===== src/rtl/game_pkg.sv =====
// ---------------------------------------------------------------------------
// game_pkg
// Shared constants and types for the player input frontend and the game
// stage that consumes its outputs.
//   N_PLAYERS     : number of player channels
//   CHOICE_W      : width of one player's choice switch group
//   issue_state_e : states of the pulse issue FSM
//   max2()        : small helper for sizing counters from parameters
// ---------------------------------------------------------------------------
package game_pkg;

    localparam int N_PLAYERS = 6;
    localparam int CHOICE_W  = 3;

    typedef enum logic [1:0] {
        IDLE  = 2'd0,
        PULSE = 2'd1,
        GAP   = 2'd2
    } issue_state_e;

    function automatic int max2(input int a, input int b);
        return (a > b) ? a : b;
    endfunction

endpackage


===== src/rtl/input_debouncer.sv =====
// ---------------------------------------------------------------------------
// input_debouncer
// One button channel: 2-flop synchroniser followed by a debounce counter.
// The debounced level only flips after the synchronised input has differed
// from it for DEBOUNCE_CYCLES consecutive cycles.
// Ports:
//   clk     : system clock
//   reset   : synchronous active-high reset
//   i_raw   : asynchronous button input (1 = pressed)
//   o_level : debounced level
//   o_press : high in the cycle whose closing edge flips the level 0->1
// ---------------------------------------------------------------------------
module input_debouncer #(
    parameter int DEBOUNCE_CYCLES = 16
) (
    input  logic clk,
    input  logic reset,
    input  logic i_raw,
    output logic o_level,
    output logic o_press
);

    localparam int CNT_W = (DEBOUNCE_CYCLES > 1) ? $clog2(DEBOUNCE_CYCLES) : 1;
    localparam logic [CNT_W-1:0] CNT_LAST = CNT_W'(DEBOUNCE_CYCLES - 1);

    logic             r_sync1;
    logic             r_sync2;
    logic             r_level;
    logic [CNT_W-1:0] r_cnt;

    logic w_differ;
    logic w_flip;

    assign w_differ = (r_sync2 != r_level);
    assign w_flip   = w_differ && (r_cnt == CNT_LAST);

    always_ff @(posedge clk) begin
        if (reset) begin
            r_sync1 <= 1'b0;
            r_sync2 <= 1'b0;
            r_level <= 1'b0;
            r_cnt   <= '0;
        end else begin
            r_sync1 <= i_raw;
            r_sync2 <= r_sync1;
            if (!w_differ) begin
                r_cnt <= '0;
            end else if (w_flip) begin
                r_level <= ~r_level;
                r_cnt   <= '0;
            end else begin
                r_cnt <= r_cnt + 1'b1;
            end
        end
    end

    assign o_level = r_level;
    // Combinational so the top can latch the choice on the very edge the
    // level rises; releases (1->0 flips) never strike.
    assign o_press = w_flip & ~r_level;

endmodule


===== src/rtl/player_input_frontend.sv =====
// ---------------------------------------------------------------------------
// player_input_frontend
// Conditions six player buttons and their 3-bit choice switches for the
// game stage: debounced press detection, choice latching and spaced,
// fixed-width player_clk pulse groups.
// Ports:
//   clk              : system clock
//   reset            : synchronous active-high reset
//   btn_raw[5:0]     : asynchronous buttons, bit i = player i+1
//   sw_raw[17:0]     : asynchronous choice switches, [3i+2:3i] = player i+1
//   player1..player6 : latched choice of each player
//   player_clk[5:0]  : press pulses, bit i = player i+1
//   busy             : high while a pulse group or its gap is in progress
//   overrun          : one-cycle flag, a press was dropped on a pending channel
// ---------------------------------------------------------------------------
module player_input_frontend
    import game_pkg::*;
#(
    parameter int DEBOUNCE_CYCLES = 16,
    parameter int PULSE_CYCLES    = 4,
    parameter int GAP_CYCLES      = 4
) (
    input  logic                          clk,
    input  logic                          reset,
    input  logic [N_PLAYERS-1:0]          btn_raw,
    input  logic [N_PLAYERS*CHOICE_W-1:0] sw_raw,
    output logic [CHOICE_W-1:0]           player1,
    output logic [CHOICE_W-1:0]           player2,
    output logic [CHOICE_W-1:0]           player3,
    output logic [CHOICE_W-1:0]           player4,
    output logic [CHOICE_W-1:0]           player5,
    output logic [CHOICE_W-1:0]           player6,
    output logic [N_PLAYERS-1:0]          player_clk,
    output logic                          busy,
    output logic                          overrun
);

    localparam int CW = $clog2(max2(PULSE_CYCLES, GAP_CYCLES) + 1);
    localparam logic [CW-1:0] PULSE_LAST = CW'(PULSE_CYCLES - 1);
    localparam logic [CW-1:0] GAP_LAST   = CW'(GAP_CYCLES - 1);

    logic [N_PLAYERS-1:0]          w_level;
    logic [N_PLAYERS-1:0]          w_press;
    logic [N_PLAYERS-1:0]          w_accept;
    logic [N_PLAYERS-1:0]          w_drop;
    logic                          w_issue;

    logic [N_PLAYERS*CHOICE_W-1:0] r_sw_s1;
    logic [N_PLAYERS*CHOICE_W-1:0] r_sw_s2;
    logic [CHOICE_W-1:0]           r_choice [N_PLAYERS];
    logic [N_PLAYERS-1:0]          r_pending;
    logic [N_PLAYERS-1:0]          r_player_clk;
    logic                          r_busy;
    logic                          r_overrun;
    issue_state_e                  r_state;
    logic [CW-1:0]                 r_cnt;

    for (genvar g = 0; g < N_PLAYERS; g++) begin : g_chan
        input_debouncer #(
            .DEBOUNCE_CYCLES(DEBOUNCE_CYCLES)
        ) u_deb (
            .clk    (clk),
            .reset  (reset),
            .i_raw  (btn_raw[g]),
            .o_level(w_level[g]),
            .o_press(w_press[g])
        );

        // A strike can only come from a low debounced level.
        a_press_from_low: assert property (
            @(posedge clk) disable iff (reset) w_press[g] |-> !w_level[g]
        );
    end

    // A press on a channel that is still waiting to be issued is dropped
    // (and flagged) so the choice the game stage will see stays the first one.
    assign w_accept = w_press & ~r_pending;
    assign w_drop   = w_press &  r_pending;
    assign w_issue  = (r_state == IDLE) && (|r_pending);

    always_ff @(posedge clk) begin
        if (reset) begin
            r_sw_s1      <= '0;
            r_sw_s2      <= '0;
            for (int i = 0; i < N_PLAYERS; i++) begin
                r_choice[i] <= '0;
            end
            r_pending    <= '0;
            r_player_clk <= '0;
            r_busy       <= 1'b0;
            r_overrun    <= 1'b0;
            r_state      <= IDLE;
            r_cnt        <= '0;
        end else begin
            r_sw_s1   <= sw_raw;
            r_sw_s2   <= r_sw_s1;
            r_overrun <= |w_drop;

            for (int i = 0; i < N_PLAYERS; i++) begin
                if (w_accept[i]) begin
                    r_choice[i] <= r_sw_s2[i*CHOICE_W +: CHOICE_W];
                end
            end

            // Presses accepted on the issuing edge survive into the next group.
            r_pending <= (w_issue ? '0 : r_pending) | w_accept;

            case (r_state)
                IDLE: begin
                    if (w_issue) begin
                        r_state      <= PULSE;
                        r_player_clk <= r_pending;
                        r_busy       <= 1'b1;
                        r_cnt        <= '0;
                    end
                end
                PULSE: begin
                    if (r_cnt == PULSE_LAST) begin
                        r_state      <= GAP;
                        r_player_clk <= '0;
                        r_cnt        <= '0;
                    end else begin
                        r_cnt <= r_cnt + 1'b1;
                    end
                end
                GAP: begin
                    if (r_cnt == GAP_LAST) begin
                        r_state <= IDLE;
                        r_busy  <= 1'b0;
                        r_cnt   <= '0;
                    end else begin
                        r_cnt <= r_cnt + 1'b1;
                    end
                end
                default: begin
                    r_state      <= IDLE;
                    r_player_clk <= '0;
                    r_busy       <= 1'b0;
                    r_cnt        <= '0;
                end
            endcase
        end
    end

    assign player1    = r_choice[0];
    assign player2    = r_choice[1];
    assign player3    = r_choice[2];
    assign player4    = r_choice[3];
    assign player5    = r_choice[4];
    assign player6    = r_choice[5];
    assign player_clk = r_player_clk;
    assign busy       = r_busy;
    assign overrun    = r_overrun;

endmodule


===== config.mk =====
export PLATFORM = sky130hd
export DESIGN_NAME = player_input_frontend
export DESIGN_NICKNAME = d
export VERILOG_FILES = /design/src/rtl/game_pkg.sv /design/src/rtl/input_debouncer.sv /design/src/rtl/player_input_frontend.sv
export SDC_FILE = /design/constraint.sdc
export NUM_CORES = 1
export LEC_CHECK = 0
export ABC_AREA = 1
export CAP_MARGIN = 20
export CORE_MARGIN = 1.5
export CORE_UTILIZATION = 50
export CTS_BUF_LIST = sky130_fd_sc_hd__clkbuf_4 sky130_fd_sc_hd__clkbuf_8 sky130_fd_sc_hd__clkbuf_16
export DETAILED_ROUTE_END_ITERATION = 6
export GPL_TIMING_DRIVEN = 0
export PLACE_DENSITY = 0.73
export SLEW_MARGIN = 20
export SYNTH_ARGS = -nofsm -noshare
export SYNTH_HDL_FRONTEND = slang
export SYNTH_SLANG_ARGS = --single-unit

===== constraint.sdc =====
create_clock -name clk -period 1.65 [get_ports clk]
set_clock_uncertainty 0.05 [all_clocks]
set_input_delay 0.4125 -clock clk [delete_from_list [all_inputs] [get_ports clk]]
set_output_delay 0.4125 -clock clk [all_outputs]
set_load 0.01 [all_outputs]

==> impl_metrics.prom, run 1 <==
# TYPE chip_impl_metric gauge
chip_impl_metric{name="wirelength_routed",unit="um"} 8130
chip_impl_metric{name="swShare",unit="%"} 22.2
chip_impl_metric{name="drive_gt1_share",unit="%"} 10.0
chip_impl_metric{name="numPlacedInstances",unit=""} 650
chip_impl_metric{name="groute.usage.overall",unit="%"} 19.7
chip_impl_metric{name="p_sw",unit="mW"} 1.64
chip_impl_metric{name="arrival",unit="ns"} 1.16
chip_impl_metric{name="grt_util_met2",unit="%"} 34.9
chip_impl_metric{name="synth_largest_type_area_fraction",unit="%"} 45.8
chip_impl_metric{name="post-route-util",unit="%"} 67.4
chip_impl_metric{name="power.share.clock",unit="%"} 50.7
chip_impl_metric{name="portion_of_total_power_attributed_to_sequential_cells",unit="%"} 41.0
chip_impl_metric{name="max-cap-violations",unit=""} 0
chip_impl_info{name="synth.top_cells.by_area",value="sky130_fd_sc_hd__dfxtp_1 (46%), sky130_fd_sc_hd__edfxtp_1 (13%), sky130_fd_sc_hd__nor2_1 (10%)"} 1
chip_impl_metric{name="synth.lib_cells_used.distinct",unit=""} 26
chip_impl_metric{name="synth_nets",unit=""} 531
chip_impl_metric{name="antenna_found_initial",unit=""} 0
chip_impl_metric{name="grt_pass1_vias",unit=""} 3166
chip_impl_metric{name="synth_area",unit="mm2"} 0.00424
chip_impl_metric{name="final.hold.worst_slack",unit="ns"} 0.349
chip_impl_metric{name="timing.max_slew.rel_slack",unit="%"} 60.3
chip_impl_metric{name="grt_start_max_net_pins",unit=""} 17
chip_impl_metric{name="power.share.combinational",unit="%"} 8.3
chip_impl_metric{name="cts.hold.buffers_added",unit=""} 0
chip_impl_metric{name="timing.final.max_slew_violations",unit=""} 0
chip_impl_metric{name="cts.path.max_buffers",unit=""} 2
chip_impl_metric{name="ant_nets",unit=""} 0
chip_impl_metric{name="worst_pin_slew",unit="ns"} 0.595
chip_impl_metric{name="fin_setup_tns",unit="ns"} 0
chip_impl_metric{name="synthesized_netlist_cell_count",unit=""} 494
chip_impl_metric{name="detail_route.iter0.violations",unit=""} 148
chip_impl_metric{name="cp_slowest_stage_delay",unit="ns"} 0.36
chip_impl_metric{name="finalWorstSetupSlack",unit="ns"} 0.0304
chip_impl_info{name="end_kind",value="output pin"} 1
chip_impl_info{name="grt-busiest-layer",value="met2"} 1
chip_impl_metric{name="finalCritPeriodShare",unit="%"} 98.2
chip_impl_metric{name="yosysWarningCount",unit=""} 0
chip_impl_metric{name="global_route.usage.met1",unit="%"} 22.4
chip_impl_metric{name="antennaDiodeCount",unit=""} 0
chip_impl_metric{name="routed-via-count",unit=""} 3218
chip_impl_metric{name="power_per_cell_area",unit="mW/mm2"} 1330
chip_impl_metric{name="floorplan.initialDensity",unit="%"} 51.5
chip_impl_info{name="cpMaxStageDelayCell",value="sky130_fd_sc_hd__edfxtp_1"} 1
chip_impl_info{name="unrepaired_setup_endpoints_after_global_routing",value="false"} 1
chip_impl_metric{name="cell_internal_pwr",unit="mW"} 5.74
chip_impl_info{name="cts-root-buf",value="sky130_fd_sc_hd__clkbuf_8"} 1
chip_impl_metric{name="syn_avg_cell_area",unit="um2"} 8.57
chip_impl_info{name="synth_largest_area_cell",value="sky130_fd_sc_hd__dfxtp_1"} 1
chip_impl_info{name="worst-setup-path-type",value="reg -> out"} 1
chip_impl_metric{name="clkTransAtPathRegs",unit="ns"} 0.05
chip_impl_metric{name="dp_hpwl",unit="um"} 5560
chip_impl_metric{name="min_period",unit="ns"} 1.62
chip_impl_metric{name="fmax",unit="GHz"} 0.617
chip_impl_metric{name="place_ws",unit="ns"} -0.343
chip_impl_metric{name="floorplan.die.width",unit="um"} 95.0
chip_impl_metric{name="cts.sink_count",unit=""} 115
chip_impl_metric{name="crit_fanout",unit=""} 1
chip_impl_info{name="run_status",value="finished, final reports clean"} 1
chip_impl_metric{name="place.gp.congestion",unit=""} 0.816
chip_impl_metric{name="p_total",unit="mW"} 7.38
chip_impl_metric{name="dpl-instance-area",unit="mm2"} 0.00488
chip_impl_metric{name="synth.ff_latch_count",unit=""} 115
chip_impl_metric{name="worstPathBufferInverterCount",unit=""} 1
chip_impl_metric{name="postLayoutCellArea",unit="mm2"} 0.00554
chip_impl_metric{name="layout.cells.non_filler",unit=""} 683
chip_impl_metric{name="globalRoute.totalOverflow",unit=""} 0
chip_impl_metric{name="global_routing_usage_on_met3",unit="%"} 4.86
chip_impl_metric{name="post-route-drc-count",unit=""} 0
chip_impl_metric{name="h_tree_level_count",unit=""} 4
chip_impl_metric{name="number_of_cts_inserted_buffers",unit=""} 17
chip_impl_metric{name="firstDrtPassIters",unit=""} 4
chip_impl_metric{name="crit_required",unit="ns"} 1.19
chip_impl_metric{name="vias_per_std_cell",unit=""} 4.71
chip_impl_info{name="crit_chain",value="dlygate4sd2_1"} 1
chip_impl_metric{name="core",unit="mm2"} 0.00822
chip_impl_metric{name="clkLatencyLatePin",unit="ns"} 0.50
chip_impl_metric{name="core.rowCount",unit=""} 33
chip_impl_metric{name="power.leakage",unit="nW"} 2.40
chip_impl_metric{name="number_of_failing_hold_endpoints_at_the_final_stage",unit=""} 0
chip_impl_metric{name="finish_stage_setup_viols",unit=""} 0
chip_impl_metric{name="synthToLayoutAreaGrowth",unit="%"} 30.8
chip_impl_metric{name="first_pass_grt_wire_length",unit="um"} 13500
chip_impl_metric{name="ir_worst_vdd",unit="mV"} 0.711
chip_impl_metric{name="ys_seq_area_share",unit="%"} 58.6
chip_impl_metric{name="io_buffers",unit=""} 51
chip_impl_metric{name="nets",unit=""} 602
chip_impl_info{name="crit_path_start_kind",value="flip-flop"} 1
chip_impl_metric{name="post_drt_wl_per_cell",unit="um"} 11.9
chip_impl_info{name="timing.critical_path.max_delay_family",value="flip-flops"} 1
chip_impl_metric{name="floorplan.die_area",unit="mm2"} 0.00903
chip_impl_info{name="tritoncts",value="yes"} 1
chip_impl_info{name="min-delay-path-class",value="reg -> reg"} 1
chip_impl_metric{name="boundaryPins",unit=""} 52
chip_impl_metric{name="die_height",unit="um"} 95.0
cell families (layout without fill, tap and decap cells):
kind of cell               count (synthesis)  after routing  synth area share, %
and+or+nand+nor                          199            199                 20.1
buffers and inverters                    119            203                 11.0
DFF                                      115            115                 58.6
AOI/OAI and AO/OA                         44             44                 5.82
adders and majority gates                 11             11                 3.25
xor gates and xnor gates                   6              6                 1.24
cell usage after synthesis (all sizes together):
| cell type | number |
|---|---|
| a21oi | 24 |
| buf | 8 |
| inv | 107 |
| clkbuf | 4 |
| ha | 11 |
| nand2 | 41 |
| nor4 | 2 |
| or2 | 2 |
| nand3b | 1 |
| o211ai | 6 |
| nand4 | 3 |
| o21ai | 14 |
| edfxtp | 18 |
| xor2 | 6 |
| nor2 | 116 |
| nand3 | 27 |
| dfxtp | 97 |
| nor3 | 7 |
power by group through the flow:
| stage | clock, mW | sequential [mW] | combinational [mW] |
|---|---|---|---|
| 2_1_floorplan | 0 | 3.09 | 0.370 |
| 3_3_place_gp | 0 | 3.08 | 0.615 |
| 3_5_place_dp | 0 | 3.08 | 0.626 |
| 4_1_cts | 3.79 | 3.02 | 0.605 |
| 5_1_grt | 3.92 | 3.04 | 0.691 |
| 6_report | 3.74 | 3.03 | 0.613 |
state kept, by name (all words and copies together) (netlist names):
| signal | flops |
|---|---|
| r_pending | 6 |
| busy | 1 |
| player_clk | 6 |
| r_choice | 18 |
| g_chan.u_deb.o_level | 6 |
| r_state | 2 |
| r_sw_s1 | 18 |
| g_chan.u_deb.r_sync2 | 6 |
| r_cnt | 3 |
| overrun | 1 |
| r_sw_s2 | 18 |
| g_chan.u_deb.r_sync1 | 6 |
| g_chan.u_deb.r_cnt | 24 |
layout make-up:
| class | instances | area (um2) |
|---|---|---|
| Fill cell | 662 | 2680 |
| Clock buffer | 19 | 435 |
| Multi-Input combinational cell | 260 | 1340 |
| Clock inverter | 13 | 183 |
| Tap cell | 105 | 131 |
| Buffer | 12 | 65.1 |
| Timing Repair Buffer | 52 | 505 |
| Inverter | 107 | 402 |
| Sequential cell | 115 | 2480 |
cells in the final DEF, fill, tap and decap left out, types with 2 or more instances in the layout:
master and count:
sky130_fd_sc_hd__a21oi_1 23, sky130_fd_sc_hd__buf_1 2, sky130_fd_sc_hd__buf_2 4, sky130_fd_sc_hd__buf_6 2, sky130_fd_sc_hd__bufinv_16 4, sky130_fd_sc_hd__clkbuf_1 4
sky130_fd_sc_hd__clkbuf_16 16, sky130_fd_sc_hd__clkbuf_8 2, sky130_fd_sc_hd__clkdlybuf4s15_1 16, sky130_fd_sc_hd__clkdlybuf4s50_1 25, sky130_fd_sc_hd__clkinv_1 2, sky130_fd_sc_hd__clkinv_4 3
sky130_fd_sc_hd__clkinvlp_4 2, sky130_fd_sc_hd__dfxtp_1 96, sky130_fd_sc_hd__dlygate4sd2_1 10, sky130_fd_sc_hd__edfxtp_1 18, sky130_fd_sc_hd__ha_1 10, sky130_fd_sc_hd__inv_1 106
sky130_fd_sc_hd__nand2_1 39, sky130_fd_sc_hd__nand3_1 26, sky130_fd_sc_hd__nand4_1 2, sky130_fd_sc_hd__nor2_1 110, sky130_fd_sc_hd__nor2_2 5, sky130_fd_sc_hd__nor3_1 7
sky130_fd_sc_hd__o211ai_1 6, sky130_fd_sc_hd__o21ai_0 10, sky130_fd_sc_hd__o21ai_2 3, sky130_fd_sc_hd__xor2_1 6
worst min-delay path, cell delays in order, from the launching register on:
cell                      delay [ns]
sky130_fd_sc_hd__dfxtp_1        0.29
sky130_fd_sc_hd__inv_1          0.04
sky130_fd_sc_hd__nor2_1         0.03
repair_timing:
action                                  4_1_cts  5_1_grt
buffers inserted                              0        1
pin swaps                                     0        2
gates resized for setup                      39       22
endpoints found under the setup margin       35       31
per-layer routing:
| layer | vias to the layer above | routed length, um | share of wire (%) |
|---|---|---|---|
| met1 | 1470 | 3530 | 43 |
| met4 | 0 | 156 | 1.9 |
| li1 | 1662 | - | - |
| met3 | 18 | 298 | 3.7 |
| met5 | - | 0 | 0 |
| met2 | 68 | 4150 | 51 |
final timing paths:
kind	startpoint	endpoint	slack [ns]	depth (start not counted)
max	r_choice[5][1]$_SDFFCE_PN0P_	player6[1]	0.03	1
min	r_sw_s1[3]$_SDFF_PP0_	r_sw_s2[3]$_SDFF_PP0_	0.35	2
max reg2reg	g_chan[5].u_deb.r_cnt[0]$_SDFF_PP0_	r_choice[5][2]$_SDFFCE_PN0P_	0.09	4
min reg2reg	r_sw_s1[3]$_SDFF_PP0_	r_sw_s2[3]$_SDFF_PP0_	0.35	2
No activity file was read; power rests on OpenSTA's default activity.
==> run 2: changes to the inputs <==
- GPL_TIMING_DRIVEN: 0 -> not set
==> impl_metrics.prom, run 2 (synthesized netlist as in run 1, its figures left out) <==
# TYPE chip_impl_metric gauge
chip_impl_info{name="run_status",value="finished, final reports clean"} 1
chip_impl_metric{name="dp_hpwl",unit="um"} 5580
chip_impl_info{name="hold_start",value="reset"} 1
chip_impl_metric{name="detail_route.iter0.violations",unit=""} 112
chip_impl_metric{name="clkTransAtPathRegs",unit="ns"} 0.06
chip_impl_info{name="cts-root-buf",value="sky130_fd_sc_hd__clkbuf_8"} 1
chip_impl_info{name="unrepaired_setup_endpoints_after_global_routing",value="false"} 1
chip_impl_metric{name="dpl-instance-area",unit="mm2"} 0.00490
chip_impl_metric{name="power.leakage",unit="nW"} 2.37
chip_impl_metric{name="cp_slowest_stage_delay",unit="ns"} 0.39
chip_impl_info{name="register_with_the_highest_flop_count",value="g_chan.u_deb.r_cnt"} 1
chip_impl_info{name="mostFrequentLayoutCell",value="sky130_fd_sc_hd__nor2_1"} 1
chip_impl_metric{name="min_period",unit="ns"} 1.62
chip_impl_metric{name="gates_resized_cts_repair",unit=""} 37
chip_impl_metric{name="wirelength_routed",unit="um"} 8180
chip_impl_info{name="end_kind",value="output pin"} 1
chip_impl_metric{name="core.rowCount",unit=""} 33
chip_impl_metric{name="grt_start_max_net_pins",unit=""} 39
chip_impl_metric{name="post-route-drc-count",unit=""} 0
chip_impl_metric{name="nets",unit=""} 600
chip_impl_info{name="worst-setup-path-type",value="reg -> out"} 1
chip_impl_info{name="crit_start",value="r_choice[0][0]$_SDFFCE_PN0P_"} 1
chip_impl_metric{name="finalWorstSetupSlack",unit="ns"} 0.0335
chip_impl_metric{name="crit_required",unit="ns"} 1.19
chip_impl_metric{name="floorplan.initialDensity",unit="%"} 51.5
chip_impl_info{name="tritoncts",value="yes"} 1
chip_impl_metric{name="finish_stage_setup_viols",unit=""} 0
chip_impl_metric{name="worst_pin_slew",unit="ns"} 0.386
chip_impl_metric{name="number_of_cts_inserted_buffers",unit=""} 17
chip_impl_metric{name="number_of_failing_hold_endpoints_at_the_final_stage",unit=""} 0
chip_impl_metric{name="floorplan.die.width",unit="um"} 95.0
chip_impl_info{name="cpMaxStageDelayCell",value="sky130_fd_sc_hd__edfxtp_1"} 1
chip_impl_info{name="crit_chain",value="clkdlybuf4s15_1"} 1
chip_impl_metric{name="floorplan.die_area",unit="mm2"} 0.00903
chip_impl_metric{name="power_per_cell_area",unit="mW/mm2"} 1290
chip_impl_metric{name="drive_gt1_share",unit="%"} 10.6
chip_impl_metric{name="timing.final.max_slew_violations",unit=""} 0
chip_impl_metric{name="globalRoute.totalOverflow",unit=""} 0
chip_impl_metric{name="cts.sink_count",unit=""} 115
chip_impl_metric{name="post-route-util",unit="%"} 66.5
chip_impl_metric{name="largest_reg_flops",unit=""} 24
chip_impl_metric{name="first_pass_grt_wire_length",unit="um"} 13900
chip_impl_metric{name="timing.max_slew.rel_slack",unit="%"} 74.1
chip_impl_metric{name="fin_setup_tns",unit="ns"} 0
chip_impl_metric{name="finalCritPeriodShare",unit="%"} 98.0
chip_impl_metric{name="post_cts_buffers",unit=""} 0
chip_impl_metric{name="routed-via-count",unit=""} 3238
chip_impl_metric{name="firstDrtPassIters",unit=""} 5
chip_impl_metric{name="antenna_found_initial",unit=""} 0
chip_impl_metric{name="boundaryPins",unit=""} 52
chip_impl_metric{name="h_tree_level_count",unit=""} 4
chip_impl_metric{name="max-cap-violations",unit=""} 0
chip_impl_metric{name="core",unit="mm2"} 0.00822
chip_impl_metric{name="antennaDiodeCount",unit=""} 0
chip_impl_metric{name="crit_fanout",unit=""} 1
chip_impl_metric{name="place.gp.congestion",unit=""} 0.796
chip_impl_info{name="crit_path_start_kind",value="flip-flop"} 1
chip_impl_metric{name="place_ws",unit="ns"} 0.0728
chip_impl_metric{name="cts.path.max_buffers",unit=""} 2
chip_impl_metric{name="clkLatencyLatePin",unit="ns"} 0.51
chip_impl_info{name="timing.critical_path.max_delay_family",value="flip-flops"} 1
chip_impl_metric{name="fmax",unit="GHz"} 0.619
chip_impl_info{name="most-common-layout-cells",value="sky130_fd_sc_hd__nor2_1 (111), sky130_fd_sc_hd__inv_1 (107), sky130_fd_sc_hd__dfxtp_1 (96), sky130_fd_sc_hd__nand2_1 (41), sky130_fd_sc_hd__nand3_1 (26)"} 1
chip_impl_metric{name="post_drt_wl_per_cell",unit="um"} 12.0
chip_impl_metric{name="groute.usage.overall",unit="%"} 20.7
chip_impl_metric{name="grt_pass1_vias",unit=""} 3163
chip_impl_metric{name="cts.hold.buffers_added",unit=""} 0
chip_impl_metric{name="ir_worst_vdd",unit="mV"} 1.26
chip_impl_metric{name="arrival",unit="ns"} 1.15
chip_impl_metric{name="worstPathBufferInverterCount",unit=""} 1
chip_impl_metric{name="synthToLayoutAreaGrowth",unit="%"} 29.0
chip_impl_metric{name="die_height",unit="um"} 95.0
chip_impl_info{name="min-delay-path-class",value="in -> reg"} 1
chip_impl_metric{name="postLayoutCellArea",unit="mm2"} 0.00546
chip_impl_info{name="critical_path.reg2reg.startpoint",value="g_chan[3].u_deb.r_cnt[0]$_SDFF_PP0_"} 1
chip_impl_metric{name="vias_per_std_cell",unit=""} 4.75
chip_impl_metric{name="io_buffers",unit=""} 51
chip_impl_metric{name="p_total",unit="mW"} 7.03
chip_impl_metric{name="ant_nets",unit=""} 0
[run 2: cell count changes in the layout (fill, tap and decap cells not counted), sizes merged]
cell,delta
inv,+8
clkbuf,-3
clkinv,-3
buf,+3
dlygate4sd2,-3
bufinv,-3
clkdlybuf4s50,-1
[run 2: path summary, 6_finish.rpt]
path / to / slack, ns / depth (start not counted)
worst max-delay path: player1[0] / 0.03 / 1
worst min-delay path: r_choice[2][2]$_SDFFCE_PN0P_ / 0.32 / 2
worst max register to register: r_choice[3][2]$_SDFFCE_PN0P_ / 0.08 / 6
worst min register to register: r_sw_s2[10]$_SDFF_PP0_ / 0.35 / 2
[run 2: where the power goes]
group	internal, mW	switching [mW]
Sequential	2.97	0.0544
Combinational	0.257	0.330
Clock	2.04	1.38
[run 2: layout make-up]
class,count,area [um2]
Fill cell,625,2750
Clock buffer,17,414
Inverter,107,402
Timing Repair Buffer,62,577
Tap cell,105,131
Clock inverter,15,146
Multi-Input combinational cell,260,1310
Sequential cell,115,2480
[run 2: through the flow]
step / cells / hold slack, ns
2_1_floorplan: 494 / 0.338
3_3_place_gp: 649 / 0.340
3_5_place_dp: 649 / 0.342
4_1_cts: 681 / 0.307
5_1_grt: 681 / 0.327
6_report: 681 / 0.322
[run 2: metal layers]
| layer | wire (um) | GRT usage (%) |
|---|---|---|
| met1 | 3380 | 21.7 |
| met2 | 4290 | 37.3 |
| met3 | 335 | 7.26 |
| met4 | 176 | 8.83 |
| met5 | 0 | 0 |
==> run 3: changes to the inputs <==
- ABC_CLOCK_PERIOD_IN_PS: not set -> 1650
- MAX_ROUTING_LAYER: not set -> met4
==> impl_metrics.prom, run 3 (synthesized netlist as in run 1, its figures left out) <==
# TYPE chip_impl_metric gauge
chip_impl_metric{name="ir_worst_vdd",unit="mV"} 1.25
chip_impl_metric{name="drive_gt1_share",unit="%"} 10.2
chip_impl_info{name="crit_end",value="player1[0]"} 1
chip_impl_metric{name="synthToLayoutAreaGrowth",unit="%"} 29.2
chip_impl_metric{name="number_of_cts_inserted_buffers",unit=""} 17
chip_impl_info{name="end_kind",value="output pin"} 1
chip_impl_metric{name="floorplan.die.width",unit="um"} 95.0
chip_impl_metric{name="die_height",unit="um"} 95.0
chip_impl_metric{name="cp.depth",unit=""} 1
chip_impl_metric{name="cts.hold.buffers_added",unit=""} 0
chip_impl_metric{name="core",unit="mm2"} 0.00822
chip_impl_metric{name="post_drt_wl_per_cell",unit="um"} 12.0
chip_impl_metric{name="finish_stage_setup_viols",unit=""} 0
chip_impl_metric{name="crit_required",unit="ns"} 1.19
chip_impl_metric{name="routed-via-count",unit=""} 3234
chip_impl_metric{name="largest_reg_flops",unit=""} 24
chip_impl_metric{name="post-route-drc-count",unit=""} 0
chip_impl_info{name="worst-setup-path-type",value="reg -> out"} 1
chip_impl_info{name="cts-root-buf",value="sky130_fd_sc_hd__clkbuf_8"} 1
chip_impl_metric{name="grt_pass1_vias",unit=""} 3164
chip_impl_info{name="min-delay-path-class",value="in -> reg"} 1
chip_impl_metric{name="power.leakage",unit="nW"} 2.37
chip_impl_metric{name="h_tree_level_count",unit=""} 4
chip_impl_info{name="register_with_the_highest_flop_count",value="g_chan.u_deb.r_cnt"} 1
chip_impl_metric{name="finalCritPeriodShare",unit="%"} 98.0
chip_impl_metric{name="floorplan.die_area",unit="mm2"} 0.00903
chip_impl_info{name="run_status",value="finished, final reports clean"} 1
chip_impl_metric{name="worst_pin_slew",unit="ns"} 0.378
chip_impl_metric{name="fmax",unit="GHz"} 0.619
chip_impl_metric{name="nets",unit=""} 600
chip_impl_info{name="crit_path_start_kind",value="flip-flop"} 1
chip_impl_metric{name="boundaryPins",unit=""} 52
chip_impl_metric{name="max-cap-violations",unit=""} 0
chip_impl_metric{name="firstDrtPassIters",unit=""} 4
chip_impl_metric{name="power_per_cell_area",unit="mW/mm2"} 1280
chip_impl_metric{name="antennaDiodeCount",unit=""} 0
chip_impl_metric{name="cts.sink_count",unit=""} 115
chip_impl_metric{name="place.gp.congestion",unit=""} 0.807
chip_impl_metric{name="post-route-util",unit="%"} 66.6
chip_impl_metric{name="wirelength_routed",unit="um"} 8150
chip_impl_info{name="critical_path.reg2reg.startpoint",value="g_chan[3].u_deb.r_cnt[0]$_SDFF_PP0_"} 1
chip_impl_info{name="most-common-layout-cells",value="sky130_fd_sc_hd__nor2_1 (111), sky130_fd_sc_hd__inv_1 (107), sky130_fd_sc_hd__dfxtp_1 (96), sky130_fd_sc_hd__nand2_1 (41), sky130_fd_sc_hd__nand3_1 (26)"} 1
chip_impl_metric{name="clkLatencyLatePin",unit="ns"} 0.52
chip_impl_info{name="crit_chain",value="clkdlybuf4s15_1"} 1
chip_impl_metric{name="p_total",unit="mW"} 7.03
chip_impl_metric{name="finalWorstSetupSlack",unit="ns"} 0.0332
chip_impl_metric{name="cts.path.max_buffers",unit=""} 2
chip_impl_metric{name="antenna_found_initial",unit=""} 0
chip_impl_info{name="unrepaired_setup_endpoints_after_global_routing",value="false"} 1
chip_impl_metric{name="core.rowCount",unit=""} 33
chip_impl_metric{name="vias_per_std_cell",unit=""} 4.75
chip_impl_metric{name="arrival",unit="ns"} 1.15
chip_impl_metric{name="io_buffers",unit=""} 51
chip_impl_metric{name="gates_resized_cts_repair",unit=""} 37
chip_impl_metric{name="worstPathBufferInverterCount",unit=""} 1
chip_impl_metric{name="postLayoutCellArea",unit="mm2"} 0.00547
chip_impl_metric{name="clkTransAtPathRegs",unit="ns"} 0.06
chip_impl_metric{name="place_ws",unit="ns"} 0.0728
chip_impl_metric{name="final.hold.worst_slack",unit="ns"} 0.319
chip_impl_metric{name="timing.max_slew.rel_slack",unit="%"} 74.7
chip_impl_metric{name="fin_setup_tns",unit="ns"} 0
chip_impl_info{name="mostFrequentLayoutCell",value="sky130_fd_sc_hd__nor2_1"} 1
chip_impl_info{name="tritoncts",value="yes"} 1
chip_impl_info{name="crit-reg2reg-capture",value="r_choice[3][2]$_SDFFCE_PN0P_"} 1
chip_impl_metric{name="groute.usage.overall",unit="%"} 21.3
chip_impl_metric{name="post_cts_buffers",unit=""} 0
chip_impl_metric{name="dpl-instance-area",unit="mm2"} 0.00490
chip_impl_metric{name="dp_hpwl",unit="um"} 5580
chip_impl_metric{name="grt_start_max_net_pins",unit=""} 39
chip_impl_metric{name="number_of_failing_hold_endpoints_at_the_final_stage",unit=""} 0
chip_impl_metric{name="detail_route.iter0.violations",unit=""} 149
chip_impl_metric{name="cp_slowest_stage_delay",unit="ns"} 0.39
chip_impl_info{name="crit_start",value="r_choice[0][0]$_SDFFCE_PN0P_"} 1
chip_impl_metric{name="timing.final.max_slew_violations",unit=""} 0
chip_impl_metric{name="crit_fanout",unit=""} 1
chip_impl_metric{name="rr_worst_depth",unit=""} 6
chip_impl_info{name="cpMaxStageDelayCell",value="sky130_fd_sc_hd__edfxtp_1"} 1
chip_impl_metric{name="floorplan.initialDensity",unit="%"} 51.5
chip_impl_info{name="timing.critical_path.max_delay_family",value="flip-flops"} 1
chip_impl_metric{name="first_pass_grt_wire_length",unit="um"} 13900
chip_impl_metric{name="ant_nets",unit=""} 0
chip_impl_metric{name="worst-r2r-setup-slack",unit="ns"} 0.08
chip_impl_metric{name="globalRoute.totalOverflow",unit=""} 0
chip_impl_info{name="hold_start",value="reset"} 1
chip_impl_metric{name="numPlacedInstances",unit=""} 649
chip_impl_metric{name="layout.cells.non_filler",unit=""} 681
chip_impl_metric{name="min_period",unit="ns"} 1.62
-- run 3: cell types whose count changed in the layout (fill, tap and decap cells not counted) --
cell,previous run,this run
sky130_fd_sc_hd__clkbuf_2,3,1
sky130_fd_sc_hd__clkdlybuf4s15_1,16,18
-- run 3: layout make-up --
type | count | area, um2
clock buffer | 17 | 414
timing repair buffer | 62 | 587
inverter | 107 | 402
multi-input combinational | 260 | 1310
sequential | 115 | 2480
tap | 105 | 131
clock inverter | 15 | 146
fill | 624 | 2740
-- run 3: how the worst min path moves through the flow --
stage                                    endpoint  slack, ns  cells after the start
2_1_floorplan  g_chan[0].u_deb.r_sync2$_SDFF_PP0_       0.34                      2
3_3_place_gp               r_sw_s2[11]$_SDFF_PP0_       0.34                      2
3_5_place_dp                r_sw_s2[3]$_SDFF_PP0_       0.34                      2
4_1_cts              r_choice[2][1]$_SDFFCE_PN0P_       0.31                      2
5_1_grt              r_choice[2][2]$_SDFFCE_PN0P_       0.33                      2
6_report             r_choice[2][2]$_SDFFCE_PN0P_       0.32                      2
-- run 3: where the power goes --
part,switching [mW],internal [mW]
sequential,0.0547,2.97
clock,1.38,2.04
combinational,0.330,0.259
-- run 3: metal layers --
layer,track usage [%],part of all wire (%),vias to the layer above
li1,-,-,1654
met1,21.7,41,1491
met2,37.4,53,68
met3,6.54,4.1,21
met4,9.95,2.1,0
met5,-,0,-
